File: config.mk
export PLATFORM = sky130hd
export DESIGN_NAME = register_resetless
export DESIGN_NICKNAME = d
export VERILOG_FILES = /design/src/rtl/register_resetless.sv
export SDC_FILE = /design/constraint.sdc
export NUM_CORES = 1
export LEC_CHECK = 0
export ABC_CLOCK_PERIOD_IN_PS = 1950
export BUFFER_PORTS_ARGS = -buffer_cell sky130_fd_sc_hd__buf_2
export CAP_MARGIN = 20
export CORE_MARGIN = 1.5
export CORE_UTILIZATION = 48
export DETAILED_ROUTE_END_ITERATION = 10
export HOLD_SLACK_MARGIN = 0.02
export PLACE_DENSITY = 0.84
export SLEW_MARGIN = 15
export SYNTH_ARGS = -nofsm -noshare
export SYNTH_HDL_FRONTEND = slang
export SYNTH_SLANG_ARGS = --single-unit
File: constraint.sdc
create_clock -name clk -period 1.95 [get_ports clk]
set_clock_uncertainty 0.1 [all_clocks]
set_input_delay 0.39 -clock clk [delete_from_list [all_inputs] [get_ports clk]]
set_output_delay 0.39 -clock clk [all_outputs]
set_load 0.02 [all_outputs]
File: src/rtl/register_resetless.sv
// register_resetless: clock-enabled data register for the single-cycle datapath.
// DEPTH cascaded stages of BIT_WIDTH bits form a delay line of DEPTH enabled
// cycles. Stage 0 takes dataIn and the last stage drives dataOut directly from
// the flops. Despite its name, an asynchronous active-high reset loads
// RESET_VALUE into every stage.
module register_resetless #(
    parameter int                   BIT_WIDTH   = 32,
    parameter int                   DEPTH       = 1,
    parameter logic [BIT_WIDTH-1:0] RESET_VALUE = '0
) (
    input  logic                 clk,
    input  logic                 reset,
    input  logic                 wrEn,
    input  logic [BIT_WIDTH-1:0] dataIn,
    output logic [BIT_WIDTH-1:0] dataOut
);

    localparam int CHAIN_W = DEPTH * BIT_WIDTH;

    // All stages packed into one vector. Stage k occupies
    // [k*BIT_WIDTH +: BIT_WIDTH], so stage 0 sits in the LSBs and the
    // output stage sits in the MSBs.
    logic [CHAIN_W-1:0] chain_q;
    logic [CHAIN_W-1:0] chain_d;
    logic [CHAIN_W-1:0] shift_in;

    // The shifted view moves every stage up one slot and inserts dataIn at
    // stage 0. A single-stage register has no lower stages to keep, so it
    // needs its own branch.
    generate
        if (DEPTH == 1) begin : g_single
            assign shift_in = dataIn;
        end else begin : g_chain
            assign shift_in = {chain_q[CHAIN_W-BIT_WIDTH-1:0], dataIn};
        end
    endgenerate

    // Next state: advance every stage together when enabled, otherwise hold.
    // NOTE: a complete assignment on both branches means no latch is inferred.
    always_comb begin
        chain_d = wrEn ? shift_in : chain_q;
    end

    // Stage register: asynchronous clear of every stage, enabled shift otherwise.
    // NOTE: every stage is reset, not only the output stage. A reset must flush
    //       words that are still in flight. Non-blocking assignment gives all
    //       stages simultaneous shift semantics.
    always_ff @(posedge clk or posedge reset) begin
        if (reset) begin
            chain_q <= {DEPTH{RESET_VALUE}};
        end else begin
            chain_q <= chain_d;
        end
    end

    // Output comes straight from the last stage, so there is no
    // combinational path from dataIn to dataOut.
    assign dataOut = chain_q[CHAIN_W-1 -: BIT_WIDTH];

endmodule

==> results.yml, run 1 <==
status:
  outcome: "finished, final reports clean"
power:
  power.density_nw_per_um2: 857
  p_sw_uw: 424
  swShare_pct: 28.3
  finalPower_mw: 1.50
  p_seq_share_pct: 51.1
  p_clk_share_pct: 26.1
  power_frac_comb_pct: 22.7
  p_int_mw: 1.07
  irDropWorstVdd_mv: 0.633
  power_leakage_nw: 0.951
synthesis:
  synth_cell_types: 6
  synth_most_common_cell: "dfrtp_1"
  async_reset_ff_share_pct: 100
  ys_warn_count: 0
  ys_seq_area_share_pct: 59.4
  yosys-top-cells-count: "dfrtp_1 (32), mux2_4 (30), buf_12 (3), mux2_2 (2)"
  postSynthAreaPerCell_um2: 19.5
  synthCells: 69
  synth_fp_nets: 104
  synth-edff-count: 0
  synth_seq_cells: 32
  yosys.area.top_type: "dfrtp_1"
  syn_area_um2: 1350
  synth_top_area_share_pct: 59.4
  ys_top_cells_by_area: "dfrtp_1 (59%), mux2_4 (33%), buf_12 (4.5%), mux2_2 (1.7%), buf_6 (0.83%)"
  ys.flop_type: "dfrtp_1"
die:
  die_x_um: 56.0
  io_pins: 67
  rows: 19
  die_h_um: 56.0
  core_um2: 2710
  die_area_um2: 3140
  initial_utilization_pct: 49.8
critical_path:
  required_ns: 1.46
  slowest_delay_ns: 0.40
  crit_family: "flip-flops"
  crit_fanout: 2
  cp-start-kind: "flip-flop"
  crit_type: "reg2out"
  cp-end-kind: "output pin"
  crit_path_top_delay_cell: "dfrtp_1"
  path_cells: "buf_2"
  critical_path_buf_inv_count: 1
  arrival_ns: 0.90
layout:
  final_layout_size_suffix_gt1_share_pct: 76.6
  largest_reg_flops: 32
  syn2layout_area_growth_pct: 29.6
  nets: 175
  regArea_um2: 801
  multi_input_area_um2: 473
  num_antenna_cells: 0
  n_fill_cell: 209
timing:
  period_share_pct: 71.3
  timing.slew.headroom_pct: 58.4
  max_slew.worst_pin.slew_ns: 0.624
  setup-tns-final_ns: 0
  timing.fmax_mhz: 719
  drv_slew: 0
  whs_ns: 0.0181
  layout_min_cycle_time_ns: 1.39
  setup_viol: 0
  rsz0062_at_grt: "false"
  worst_slack_ns: 0.560
  hold_viol_final: 0
drt:
  drt_wl_total_um: 2490
  dr_total_vias: 828
  ant_nets: 0
  drt-wirelength-per-cell_um: 14.5
  first_pass_iters: 2
  dr.first_iter.drc_count: 17
  drcViolationCount: 0
  vias_per_cell: 4.81
global_routing:
  antenna_found_initial: 0
  grt_util_all_layers_pct: 17.8
  grt_pass1_wl_um: 4040
  overflow: 0
  grt_pass1_vias: 843
  grt_max_degree: 33
clock_tree:
  root_buffer: "clkbuf_4"
  post-cts-setup-buffer-count: 0
  clk_latency_ns: 0.32
  clkSlewWorstSetupHoldPaths_ns: 0.10
  cts_buffers: 5
  cts_max_level: 2
  cts_resized: 0
  clock_path_buffers: 2
  postCtsHoldBufs: 0
  tritoncts: "done"
  cts_sinks: 32
placed_design:
  place_ws_ns: 0.607
  hpwl_um: 1790
  gp_congestion: 0.702
  port_buffers: 66
job:
  maxCapViolations: 0
min_path:
  hold_class: "in2async"
[final timing paths]
kind,startpoint,end,slack (ns),cells past startpoint
max in group asynchronous,reset,dataOut[4],1.22,3
min in group clk,dataIn[8],dataOut[8],0.18,2
worst min-delay path,reset,dataOut[24],0.02,2
worst min register to register,dataOut[29],dataOut[29],0.41,1
worst max-delay path,dataOut[28],dataOut[28],0.56,1
worst max register to register,dataOut[19],dataOut[19],1.07,1
[power groups by stage]
stage | clock network (mW) | registers [mW] | logic [mW]
after floorplan | 0 | 0.860 | 0.146
after global placement | 0 | 0.774 | 0.337
after detailed placement | 0 | 0.778 | 0.344
after CTS | 0.408 | 0.767 | 0.346
after global routing | 0.447 | 0.773 | 0.361
final | 0.391 | 0.766 | 0.340
[cell usage in the layout, fill, tap and decap left out]
cell      count
buf_12        2
buf_2        66
mux2_2        2
dfrtp_1      32
clkbuf_4      5
clkinv_2      2
mux2_4       30
clkbuf_8      1
inv_1         1
[cell type report]
type,count,area share [%]
Clock buffer,6,2.93
Clock inverter,2,0.573
Inverter,1,0.215
Multi-Input combinational cell,32,27.1
Sequential cell,32,45.8
Tap cell,31,2.22
Timing Repair Buffer,68,21.2
[layer usage]
layer,routed length (µm),track usage (%),vias up
met5,0,0,-
met4,56,9.18,0
met3,197,7.67,6
met2,1210,27.1,39
met1,1030,21.5,404
li1,-,-,379
[through the flow]
| step | utilization, % | area (µm²) | std cells |
|---|---|---|---|
| 2_1_floorplan | - | 1350 | 69 |
| 3_5_place_dp | 62.2 | 1690 | 164 |
| 6_report | 64.5 | 1750 | 172 |
| 5_1_grt | 64.5 | 1750 | 172 |
| 3_3_place_gp | 62.2 | 1690 | 164 |
| 4_1_cts | 64.5 | 1750 | 172 |
[kinds of logic (layout without fill, tap and decap cells)]
logic type / after synthesis / after routing / share of synthesized area (%)
multiplexers: 32 / 32 / 35.1
flip-flops: 32 / 32 / 59.4
buffers and inverters: 5 / 77 / 5.57
Note: power is estimated with default switching activity, not from simulation.
==> inputs of run 2 (changes only) <==
- ABC_CLOCK_PERIOD_IN_PS: 1950 -> 1100
- CORE_UTILIZATION: 48 -> 40
- PLACE_DENSITY: 0.84 -> 0.75
- clock period: 1.95 -> 1.1 ns (I/O delays scaled with it)
==> run 2 against run 1 <==
First-iteration DRC count is 29% lower. Combinational power rose to 2.9 times the previous value. Critical endpoint is now dataOut[17]. Highest routed layer unchanged. Clock-buffer cell count is 1 higher. Critical path type unchanged. Routed wire length increased by 45%. Register-to-register slack worse by 1.1 ns. The run now ends with setup timing left. Clock power rose by 85%. Sequential share of layout area decreased by 13 points. Power up 110%. Die area up 19%.
==> results.yml, run 2 (synthesis gave the netlist of run 1 again) <==
layout:
  final_layout_size_suffix_gt1_share_pct: 69.2
  nets: 233
  regArea_um2: 801
  n_fill_cell: 178
  layout_commonest_cell: "buf_2"
  final_cell_mix: "buf_2 (34), buf_6 (33), dfrtp_1 (32)"
  fin_util_pct: 79.2
  fin_area_um2: 2480
  largest_reg_flops: 32
  syn2layout_area_growth_pct: 83.7
  multi_input_area_um2: 473
  num_antenna_cells: 0
  layout.cells.non_filler: 242
timing:
  rsz0062_at_grt: "true"
  timing.fmax_mhz: 830
  period_share_pct: 110
  drv_slew: 0
  max_slew.worst_pin.slew_ns: 0.228
  setup_viol: 37
  worst_slack_ns: -0.105
  timing.slew.headroom_pct: 84.8
  hold_viol_final: 0
  layout_min_cycle_time_ns: 1.20
placed_design:
  gp_congestion: 0.699
  place_area_um2: 1730
  port_buffers: 66
  numPlacedInstances: 181
  hpwl_um: 1880
critical_path:
  required_ns: 0.78
  critical_path_buf_inv_count: 1
  slowest_delay_ns: 0.42
  crit_fanout: 2
  cp-end-kind: "output pin"
  cp-start-kind: "flip-flop"
  crit_family: "flip-flops"
  path_cells: "buf_6"
  crit_type: "reg2out"
  arrival_ns: 0.88
  crit_path_top_delay_cell: "dfrtp_1"
die:
  die_x_um: 61.1
  rows: 20
  die_h_um: 61.1
  io_pins: 67
  die_area_um2: 3730
  initial_utilization_pct: 43.1
  core_um2: 3130
clock_tree:
  clock_path_buffers: 2
  root_buffer: "clkbuf_4"
  cts_max_level: 2
  cts_sinks: 32
  clk_latency_ns: 0.31
  clkSlewWorstSetupHoldPaths_ns: 0.09
  cts_buffers: 5
  tritoncts: "done"
drt:
  dr.first_iter.drc_count: 12
  drcViolationCount: 0
  first_pass_iters: 4
  ant_nets: 0
  drt-wirelength-per-cell_um: 14.9
  dr_total_vias: 1059
  drt_wl_total_um: 3620
  vias_per_cell: 4.38
status:
  outcome: "complete, but fails checks"
  violations: "setup timing"
global_routing:
  grt_pass1_vias: 1124
  grt_max_degree: 20
  grt_util_all_layers_pct: 19.7
  antenna_found_initial: 0
  grt_pass1_wl_um: 5010
  overflow: 0
power:
  power.density_nw_per_um2: 1250
  power_leakage_nw: 1.28
  irDropWorstVdd_mv: 0.897
job:
  maxCapViolations: 0
min_path:
  hold_class: "in2reg"
[run 2: final cells by class]
cell class | count | area share, %
Sequential cell | 32 | 32.3
Inverter | 1 | 0.152
Multi-Input combinational cell | 32 | 19.1
Timing Repair Buffer | 126 | 43.6
Clock buffer | 7 | 2.63
Tap cell | 44 | 2.22
[run 2: per-stage QoR]
step | total power, mW | hold slack, ns | setup TNS [ns] | setup WS [ns]
after floorplan | 1.78 | 0.236 | 0 | 0.0892
after global placement | 1.98 | 0.141 | 0 | 0.00973
after global routing | 3.26 | 0.0211 | -4.23 | -0.150
final | 3.11 | 0.0381 | -2.78 | -0.105
after CTS | 3.08 | 0.0202 | -3.09 | -0.110
after detailed placement | 2.00 | 0.144 | -0.165 | -0.0107
[run 2: repair_timing]
action / 4_1_cts / 5_1_grt
buffers inserted: 19 / 7
endpoints found under the hold margin: 57 / 2
resized for setup: 64 / 1
setup endpoints to repair: 32 / 32
hold buffers: 26 / 2
[run 2: worst paths after layout]
path,from,endpoint,slack (ns),cells after the start
setup / recovery,dataOut[17],dataOut[17],-0.10,1
hold reg to reg,dataOut[11],dataOut[11],0.45,1
min in group asynchronous,reset,dataOut[29],0.35,4
setup reg to reg,dataOut[24],dataOut[24],-0.04,3
hold / removal,dataIn[11],dataOut[11],0.04,2
max in group asynchronous,reset,dataOut[21],0.33,4
[run 2: metal layers]
metal | routed length, µm | track usage, % | vias to the layer above
li1 | - | - | 493
met1 | 1250 | 18.3 | 510
met2 | 2040 | 37.7 | 44
met3 | 210 | 5.67 | 12
met4 | 120 | 11.2 | 0
met5 | 0 | 0 | -
[run 2: worst reg2reg max path, stage by stage (launching register included)]
cell and delay (ns):
dfrtp_1 0.42, buf_4 0.15, buf_6 0.10, mux2_4 0.26
[run 2: report_power, final]
| part | switching (mW) | internal [mW] |
|---|---|---|
| Combinational | 0.362 | 0.629 |
| Sequential | 0.0967 | 1.29 |
| Clock | 0.361 | 0.362 |
| Total | 0.821 | 2.29 |
==> inputs of run 3 (changes only) <==
--- a/config.mk
+++ b/config.mk
@@ -7,3 +7,3 @@
 export LEC_CHECK = 0
-export ABC_CLOCK_PERIOD_IN_PS = 1100
+export ABC_CLOCK_PERIOD_IN_PS = 1250
 export BUFFER_PORTS_ARGS = -buffer_cell sky130_fd_sc_hd__buf_2
@@ -11,6 +11,6 @@
 export CORE_MARGIN = 1.5
-export CORE_UTILIZATION = 40
+export CORE_UTILIZATION = 45
 export DETAILED_ROUTE_END_ITERATION = 10
 export HOLD_SLACK_MARGIN = 0.02
-export PLACE_DENSITY = 0.75
+export PLACE_DENSITY = 0.8
 export SLEW_MARGIN = 15
==> constraint.sdc (replaced) <==
create_clock -name clk -period 1.25 [get_ports clk]
set_clock_uncertainty 0.1 [all_clocks]
set_input_delay 0.125 -clock clk [delete_from_list [all_inputs] [get_ports clk]]
set_output_delay 0.125 -clock clk [all_outputs]
set_load 0.02 [all_outputs]
==> run 3 against run 2 <==
The run ends with DRC left. Clock-buffer cell count stayed put. Combinational power is 38% lower. Flip-flop and latch count stayed put. Critical path type unchanged. First-iteration DRC count is 42% higher. Critical endpoint is now dataOut[29]. Die area is 11% lower. Worst setup slack better by 0.24 ns. Via count is 10% lower. Core utilization is 5.2 points lower. Cell count is 15% lower. Routed wire length is 19% lower.
==> results.yml, run 3 (synthesis gave the netlist of run 1 again) <==
placed_design:
  port_buffers: 66
  place_ws_ns: 0.203
  numPlacedInstances: 165
  gp_congestion: 0.651
  place_area_um2: 1680
critical_path:
  path_cells: "buf_2"
  crit_path_top_delay_cell: "dfrtp_1"
  cp-start-kind: "flip-flop"
  cp.depth: 1
  crit_fanout: 2
  r2r-start: "dataOut[1]"
  crit_end: "dataOut[29]"
  cp-end-kind: "output pin"
  rr_worst_depth: 1
  arrival_ns: 0.89
  crit_type: "reg2out"
  crit_family: "flip-flops"
  critical_path_buf_inv_count: 1
  required_ns: 1.02
  startpoint: "dataOut[29]"
  reg2reg_setup_slack_ns: 0.37
  r2r-end: "dataOut[1]"
  slowest_delay_ns: 0.40
drt:
  drt-wirelength-per-cell_um: 14.2
  ant_nets: 0
  vias_per_cell: 4.64
  dr_total_vias: 951
  drt_wl_total_um: 2920
  dr.first_iter.drc_count: 17
  first_pass_iters: 7
  drcViolationCount: 5
clock_tree:
  cts_sinks: 32
  cts_max_level: 2
  clkSlewWorstSetupHoldPaths_ns: 0.09
  cts_resized: 0
  root_buffer: "clkbuf_4"
  postCtsHoldBufs: 33
  tritoncts: "done"
  clock_path_buffers: 2
  cts_buffers: 5
  clk_latency_ns: 0.32
  post-cts-setup-buffer-count: 0
status:
  outcome: "complete, but fails checks"
  violations: "DRC"
timing:
  worst_slack_ns: 0.137
  timing.fmax_mhz: 898
  rsz0062_at_grt: "false"
  hold_viol_final: 0
  max_slew.worst_pin.slew_ns: 0.377
  period_share_pct: 89.0
  setup-tns-final_ns: 0
  drv_slew: 0
  layout_min_cycle_time_ns: 1.11
  setup_viol: 0
  whs_ns: 0.199
  timing.slew.headroom_pct: 74.9
layout:
  nets: 209
  layout.cells.non_filler: 205
  fin_util_pct: 74.0
  num_antenna_cells: 0
  syn2layout_area_growth_pct: 54.0
  final_layout_size_suffix_gt1_share_pct: 62.1
  largest_reg_flops: 32
  layout_commonest_cell: "buf_2"
  fin_area_um2: 2080
  final_cell_mix: "buf_2 (66), dlygate4sd3_1 (33), dfrtp_1 (32)"
global_routing:
  grt_max_degree: 33
  grt_pass1_vias: 990
  grt_pass1_wl_um: 4610
  overflow: 0
  antenna_found_initial: 0
  grt_util_all_layers_pct: 19.4
die:
  die_x_um: 57.7
  die_area_um2: 3330
  die_h_um: 57.7
  core_um2: 2810
  initial_utilization_pct: 48.1
  io_pins: 67
  rows: 19
power:
  p_sw_uw: 652
  power_frac_comb_pct: 25.0
  swShare_pct: 26.7
  p_seq_share_pct: 49.1
  p_int_mw: 1.79
  p_clk_share_pct: 25.9
  power_leakage_nw: 1.09
  irDropWorstVdd_mv: 0.682
  finalPower_mw: 2.44
  power.density_nw_per_um2: 1180
job:
  maxCapViolations: 0
min_path:
  hold_class: "in2reg"
## run 3: area by class of cell
type | instances | area, µm²
inverters | 1 | 3.75
repair buffers | 102 | 696
flip-flops and latches | 32 | 801
fillers | 181 | 728
multi-input cells | 32 | 473
well taps | 31 | 38.8
clock buffers | 7 | 65.1
## run 3: worst min-delay path by stage
stage	from	endpoint	slack [ns]	depth (start not counted)
2_1_floorplan	reset	dataOut[0]	0.14	1
3_3_place_gp	reset	dataOut[23]	0.12	3
4_1_cts	wrEn	dataOut[30]	0.19	3
6_report	wrEn	dataOut[26]	0.20	3
5_1_grt	wrEn	dataOut[24]	0.19	3
3_5_place_dp	reset	dataOut[30]	0.12	3
## run 3: metal layers
| layer | up-vias | track usage (%) | wire, µm |
|---|---|---|---|
| met2 | 43 | 33.3 | 1510 |
| li1 | 446 | - | - |
| met5 | - | 0 | 0 |
| met4 | 0 | 7.97 | 46 |
| met1 | 457 | 21.9 | 1160 |
| met3 | 5 | 6.70 | 208 |
## run 3: power by group through the flow
stage,combinational [mW],clock (mW),sequential (mW)
floorplan,0.227,0,1.34
global placement,0.523,0,1.21
detailed placement,0.536,0,1.22
CTS,0.615,0.657,1.20
global route,0.648,0.715,1.21
finish,0.612,0.632,1.20
